File: src/rtl/i2c_cmd_sequencer.sv
// Single-command I2C sequencer: accepts one write or pointer-read command, drives the
// controller, watches for a hang, resets the controller on timeout and returns a response.
module i2c_cmd_sequencer #(
  parameter int TIMEOUT_CYCLES = 4096,  // must be at least RST_CYCLES + 2
  parameter int RST_CYCLES     = 32     // must be at least 1
) (
  input  logic       clk,
  input  logic       rst,
  input  logic       cmd_valid,
  output logic       cmd_ready,
  input  logic [6:0] cmd_dev,
  input  logic       cmd_rw,
  input  logic [7:0] cmd_wdata,
  output logic       rsp_valid,
  input  logic       rsp_ready,
  output logic [7:0] rsp_rdata,
  output logic       rsp_err,
  output logic [7:0] err_count,
  output logic [6:0] ctl_addr,
  output logic [7:0] ctl_data,
  output logic       ctl_rw,
  output logic       ctl_read,
  output logic       ctl_enable,
  input  logic       ctl_ready,
  input  logic [7:0] ctl_rdata,
  output logic       ctl_rst
);

  localparam int TW = ($clog2(TIMEOUT_CYCLES) > 13) ? $clog2(TIMEOUT_CYCLES) : 13;
  localparam logic [TW-1:0] TIMEOUT_LAST = TW'(TIMEOUT_CYCLES - 1);
  localparam logic [TW-1:0] RST_LAST     = TW'(RST_CYCLES - 1);

  typedef enum logic [2:0] {
    IDLE    = 3'd0,
    LAUNCH  = 3'd1,
    BUSY    = 3'd2,
    RECOVER = 3'd3,
    RESP    = 3'd4
  } state_t;

  state_t        state_reg, state_next;
  logic [TW-1:0] timer_reg, timer_next;
  logic [6:0]    addr_reg, addr_next;
  logic [7:0]    data_reg, data_next;
  logic          read_reg, read_next;
  logic [7:0]    rdata_reg, rdata_next;
  logic          err_reg, err_next;
  logic [7:0]    err_count_reg, err_count_next;
  logic          timed_out;

  assign timed_out = (timer_reg == TIMEOUT_LAST);

  always_ff @(posedge clk) begin
    if (!rst) begin
      state_reg     <= IDLE;
      timer_reg     <= '0;
      addr_reg      <= '0;
      data_reg      <= '0;
      read_reg      <= 1'b0;
      rdata_reg     <= '0;
      err_reg       <= 1'b0;
      err_count_reg <= '0;
    end else begin
      state_reg     <= state_next;
      timer_reg     <= timer_next;
      addr_reg      <= addr_next;
      data_reg      <= data_next;
      read_reg      <= read_next;
      rdata_reg     <= rdata_next;
      err_reg       <= err_next;
      err_count_reg <= err_count_next;
    end
  end

  always_comb begin
    state_next     = state_reg;
    timer_next     = timer_reg;
    addr_next      = addr_reg;
    data_next      = data_reg;
    read_next      = read_reg;
    rdata_next     = rdata_reg;
    err_next       = err_reg;
    err_count_next = err_count_reg;

    case (state_reg)
      IDLE: begin
        if (cmd_valid && ctl_ready) begin
          addr_next  = cmd_dev;
          data_next  = cmd_wdata;
          read_next  = cmd_rw;
          timer_next = '0;
          state_next = LAUNCH;
        end
      end

      LAUNCH: begin
        // Timeout takes priority here: the controller has not completed anything yet,
        // and entering BUSY past the last count would leave the timer unable to expire.
        if (timed_out) begin
          timer_next = '0;
          state_next = RECOVER;
        end else begin
          timer_next = timer_reg + TW'(1);
          if (!ctl_ready) begin
            state_next = BUSY;
          end
        end
      end

      BUSY: begin
        if (ctl_ready) begin
          rdata_next = read_reg ? ctl_rdata : 8'h00;
          err_next   = 1'b0;
          state_next = RESP;
        end else if (timed_out) begin
          timer_next = '0;
          state_next = RECOVER;
        end else begin
          timer_next = timer_reg + TW'(1);
        end
      end

      RECOVER: begin
        if (timer_reg == RST_LAST) begin
          rdata_next     = 8'h00;
          err_next       = 1'b1;
          err_count_next = (err_count_reg == 8'hFF) ? 8'hFF : err_count_reg + 8'd1;
          state_next     = RESP;
        end else begin
          timer_next = timer_reg + TW'(1);
        end
      end

      RESP: begin
        if (rsp_ready) begin
          state_next = IDLE;
        end
      end

      default: begin
        state_next = IDLE;
      end
    endcase
  end

  // Gated with rst so the command port stays closed for the whole reset assertion.
  assign cmd_ready  = rst && (state_reg == IDLE) && ctl_ready;
  assign ctl_enable = (state_reg == LAUNCH);
  assign ctl_rst    = (state_reg == RECOVER);
  assign rsp_valid  = (state_reg == RESP);
  assign rsp_rdata  = rdata_reg;
  assign rsp_err    = err_reg;
  assign err_count  = err_count_reg;
  assign ctl_addr   = addr_reg;
  assign ctl_data   = data_reg;
  assign ctl_read   = read_reg;
  assign ctl_rw     = 1'b0;

endmodule

File: config.mk
export PLATFORM = sky130hd
export DESIGN_NAME = i2c_cmd_sequencer
export DESIGN_NICKNAME = d
export VERILOG_FILES = /design/src/rtl/i2c_cmd_sequencer.sv
export SDC_FILE = /design/constraint.sdc
export NUM_CORES = 1
export LEC_CHECK = 0
export ABC_AREA = 1
export ABC_CLOCK_PERIOD_IN_PS = 1900
export CAP_MARGIN = 30
export CORE_MARGIN = 3
export CORE_UTILIZATION = 48
export CTS_CLUSTER_SIZE = 40
export DETAILED_ROUTE_END_ITERATION = 6
export HOLD_SLACK_MARGIN = 0.15
export PLACE_DENSITY = 0.91
export SLEW_MARGIN = 20
export SYNTH_ARGS = -nofsm -noshare
export SYNTH_HDL_FRONTEND = slang
export SYNTH_SLANG_ARGS = --single-unit
File: constraint.sdc
create_clock -name clk -period 1.9 [get_ports clk]
set_input_delay 0.57 -clock clk [delete_from_list [all_inputs] [get_ports clk]]
set_output_delay 0.57 -clock clk [all_outputs]
set_load 0.05 [all_outputs]
**Yosys cells after proc, flatten, opt, wreduce, memory -nomap -nowiden**

Index checks and enable logic that the tools add are counted.

- Bits in registers: 49
- Bits of input ports: 29
- Word-level logic and storage cells: 57

- Add/sub/neg operators: 2
- Equality and inequality tests: 15
- Multiplexer cells: 21
- Reductions and logical operators: 11

Operators by type and width:

| operator | count |
|---|---|
| 13-bit two-way mux | 4 |
| 13-bit case mux with 4 select lines | 1 |
| 8-bit two-way mux | 4 |
| 3-bit two-way mux | 7 |
| 8-bit case mux with 2 select lines | 1 |
| 3-bit case mux with 5 select lines | 1 |
| 13-bit by 1-bit adder with 13-bit output (second input constant) | 1 |
| 13-bit by 12-bit equality test with 1-bit output (second input constant) | 1 |
| 13-bit by 5-bit equality test with 1-bit output (second input constant) | 1 |
| 8-bit by 1-bit adder with 8-bit output (second input constant) | 1 |
| 8-bit equality test (second input constant) | 1 |
| 2-bit != test (second input constant) | 4 |
| 3-bit by 2-bit equality test with 1-bit output (second input constant) | 2 |
| 5-bit AND reduction | 1 |
| 2-bit by 1-bit != test with 1-bit output (second input constant) | 2 |
| 2-bit AND reduction | 2 |
| 4-bit AND reduction | 1 |
| 4-bit nonzero test | 1 |
| 3-bit by 1-bit equality test with 1-bit output (second input constant) | 1 |
| 3-bit equality test (second input constant) | 1 |
| 1-bit logical AND | 3 |
| 3-bit logical NOT | 1 |
| 3-bit by 2-bit != test with 1-bit output (second input constant) | 1 |
| 3-bit != test (second input constant) | 1 |
| other kinds (4) | 5 |

**Longest topological paths before layout**

- Depth in word-level cells: 4
- Mapped depth: 12

**Worst setup path after synthesis**

OpenSTA, ideal clock, no wires.

- Kind: in2out
- Start: in rst
- End: out cmd_ready
- Arrival: 2.120 ns
- Required time: 1.330 ns
- Path slack: -0.790 ns
- Cell stages on the path: 3
- Cells stage by stage: clkbuf_1 clkinv_1 nor3_1

- Longest elaborated chain between the ends: 2

RTL lines:

| element | RTL line | text |
|---|---|---|
| from (decl) | 8 | `input logic rst,` |
| 1-bit logical AND (2 in a row) | 147 | `assign cmd_ready = rst && (state_reg == IDLE) && ctl_ready;` |
| to (decl) | 10 | `output logic cmd_ready,` |

No other way between the ends.

**Worst setup path after layout**

Ends and elaborated chain as after synthesis.

==> Flow_metrics.wiki <==
{| class="wikitable"
! Metric !! Value
|-
| Post-synth net total || 383
|-
| Sequential area share after synthesis || 39.6%
|-
| Ports || 67
|-
| Starting utilization of the core area || 51.1%
|-
| Global-route wire length before repair || 10,200 um
|-
| Global-route usage over all layers || 20.5%
|-
| Routed vias || 2,465
|-
| Max frequency || 539 MHz
|-
| Vias in the first global route || 2,297
|-
| H-tree levels || 2
|-
| Result of the run || completed
|-
| Clock Root Buffer || clkbuf_8
|-
| Family with the most delay on the worst path || buffers and inverters
|-
| Part of the total power dissipated in sequential elements || 35.0%
|-
| Most common library cell in the layout ignoring fill and taps || nand2_1
|-
| Number of instances in the synthesized netlist || 352
|-
| Final critical path time including I/O delays and setup || 1860 ps
|-
| Overall Power || 0.00357 W
|-
| Detailed-route vias per instance || 5.00
|-
| Period Utilization, post-route || 97.7%
|-
| Final Max Slew Viols || 0
|-
| Register clock-pin slew on the reported worst setup and hold paths || 90 ps
|-
| Die Width || 77.9 um
|-
| Peak ir drop on the vdd network || 634 uV
|-
| DRC errors left || 0
|-
| Largest net degree at the start of global routing || 33
|-
| Share of post-route cells with drive strength above 1 || 23.7%
|-
| Antenna diode count || 0
|-
| Avg Inst Size Synth || 7.04 um^2
|-
| Static power due to leakage || 1.41 nW
|-
| Maximum fanout count along the critical path || 2
|-
| Height of the die || 77.9 um
|-
| Switching part of the total power || 41.1%
|-
| Area growth syn-to-layout || 37.4%
|-
| Kind of launch point of the worst setup path || primary input
|-
| Clock sinks || 49
|-
| Data required time of the critical path || 1330 ps
|-
| Stage delay of the slowest cell on the critical path || 240 ps
|-
| Power density over cell area || 1050 nW/um^2
|-
| Wire length per cell || 12.5 um
|-
| Number of library cell types mapped by synthesis || 32
|-
| Row count || 25
|-
| Sequential cell area in the final layout || 983 um^2
|-
| Final Hold Fails || 0
|-
| Flip-flop count of the largest register after layout || 13
|-
| Post-CTS Hold Buffers || 0
|-
| Number of violations of the max-capacitance limit || 0
|-
| Total of flip-flops plus latches after synthesis || 49
|-
| Clock tree from TritonCTS || yes
|-
| Filler Cells Inserted || 374
|-
| Placeable core region || 4850 um^2
|-
| Part of the total power dissipated in combinational logic || 43.8%
|-
| Synthesized cell area || 2480 um^2
|-
| Worst-skew pair later-pin latency || 310 ps
|-
| Clock buffer count from CTS || 5
|-
| Most frequent cells in the layout || 73 x nand2_1, 47 x dfxtp_1, 40 x buf_4, 38 x inv_1, 34 x a21oi_1
|-
| Input/output buffers || 65
|-
| Placer Congestion || 0.864
|-
| Internal power || 0.00210 W
|-
| Antenna violations before repair || 0
|-
| Start-to-end type of the worst setup path || in -> out
|-
| Total wire length || 6150 um
|-
| Pre-Repair DR Iteration Count || 4
|-
| Half-perimeter wire length after detailed placement || 4600 um
|-
| Cell Chain, Critical Path || clkdlybuf4s15_1 > clkinv_2 > nor3_4 > buf_12
|-
| Worst path arrival time || 1290 ps
|-
| Clk buf depth || 2
|-
| Total setup buffers inserted after CTS || 0
|-
| Total setup violations reported at the end of the flow || 0
|-
| Final ANT Viol Nets || 0
|-
| Floorplan die area || 6060 um^2
|-
| Total buffers and inverters traversed by the critical path || 3
|-
| Warnings, synthesis || 0
|-
| Overflow left after global routing || 0
|-
| Filler-free cell count of the finished design || 493
|-
| CP max-delay cell || nor3_4
|-
| Share of power burned in the clock network || 21.2%
|-
| Layout net count || 456
|-
| Net load switching power || 0.00147 W
|-
| Area taken by multi-input logic gates || 1260 um^2
|-
| Violation count after the first detailed-route iteration || 166
|-
| Hold/Removal Path Class || reg -> reg
|-
| Clock skew after layout || 8.42 ps
|-
| Crit. End Element || primary output
|-
| Cell total after placement || 485
|}
[metrics by stage]
stage	utilization [%]	worst slack, ps	setup TNS, ps	hold slack (ps)	cell area [um^2]
4_1_cts	70.1	3.99	0	450	3400
3_3_place_gp	67.7	-234	-3080	431	3280
6_report	70.2	44.6	0	447	3410
3_5_place_dp	67.7	-290	-5860	435	3280
5_1_grt	70.2	-11.7	-33.3	475	3410
2_1_floorplan	-	53.3	0	513	2490
[final cells by class]
cell class	instances	area share [%]
Clock inverter	3	1.29
Inverter	47	5.36
Multi-Input combinational cell	244	37.1
Timing Repair Buffer	78	22.9
Tap cell	67	2.46
Sequential cell	49	28.9
Clock buffer	5	2.02
[Yosys cell counts]
library cell | number | area share (%)
nand2_1 | 74 | 11
dfxtp_1 | 49 | 40
inv_1 | 41 | 6.2
a21oi_1 | 34 | 6.9
nand3_1 | 29 | 5.9
o21ai_0 | 28 | 5.7
nor2_1 | 24 | 3.6
nor2_2 | 11 | 2.8
clkbuf_1 | 6 | 0.91
nand2_2 | 6 | 1.5
nor3_1 | 6 | 1.2
nor2_4 | 5 | 2.3
inv_2 | 4 | 0.61
nand4_1 | 4 | 1.0
o21bai_1 | 4 | 1.2
a31oi_1 | 3 | 0.76
buf_6 | 3 | 1.4
xnor2_1 | 3 | 1.1
buf_4 | 2 | 0.61
ha_1 | 2 | 1.0
nand2_4 | 2 | 0.91
nand3_2 | 2 | 0.81
a21oi_2 | 1 | 0.35
buf_1 | 1 | 0.15
clkinv_1 | 1 | 0.15
clkinv_4 | 1 | 0.35
conb_1 | 1 | 0.15
nand3_4 | 1 | 0.71
nand3b_1 | 1 | 0.30
o21ai_1 | 1 | 0.20
or2_2 | 1 | 0.25
xor2_1 | 1 | 0.35
[metal layers]
metal,share of wire (%),GRT usage (%),routed length [um],vias to the layer above
li1,-,-,-,1273
met1,41,23.0,2540,1097
met2,50,37.4,3100,79
met3,6.4,5.68,394,16
met4,1.7,5.69,107,0
met5,0,0,0,-
[final timing paths]
check                                                from  cells past startpoint  slack, ps                    endpoint
worst max-delay path                                  rst                      4         40                   cmd_ready
worst min-delay path             ctl_data[3]$_SDFFE_PN0P_                      2        450    ctl_data[3]$_SDFFE_PN0P_
worst max register to register  timer_reg[0]$_SDFFE_PN0P_                     10        120  timer_reg[10]$_SDFFE_PN0P_
worst min register to register   ctl_data[3]$_SDFFE_PN0P_                      2        450    ctl_data[3]$_SDFFE_PN0P_
[power groups by stage]
stage | Sequential (W) | Combinational [W] | Clock [W]
after floorplan | 0.00158 | 0.000734 | 0
after global placement | 0.00125 | 0.00149 | 0
after detailed placement | 0.00126 | 0.00152 | 0
after CTS | 0.00125 | 0.00154 | 0.000770
after global routing | 0.00126 | 0.00167 | 0.000807
final | 0.00125 | 0.00156 | 0.000756
[logic make-up (layout without fill, tap and decap cells)]
group / Yosys count / in the layout / synth area share, %
and+or+nand+nor: 166 / 166 / 32.5
DFF: 49 / 49 / 39.6
AOI/OAI and AO/OA: 71 / 71 / 15.0
xor gates and xnor gates: 4 / 4 / 1.41
adders and majority gates: 2 / 2 / 1.01
other: 1 / 1 / 0.151
buffers and inverters: 59 / 133 / 10.3
[what timing repair did]
item | 4_1_cts | 5_1_grt
pin swaps | 1 | 1
resized for setup | 8 | 4
setup endpoints to repair | 1 | 15
[tightest hold or removal path, delay by kind of cell, from the launching register on]
kind	cells	cell delay [ps]
buf+inv	1	40
compound gates	1	50
flops	1	320
Power figures use the tool's default switching activity.
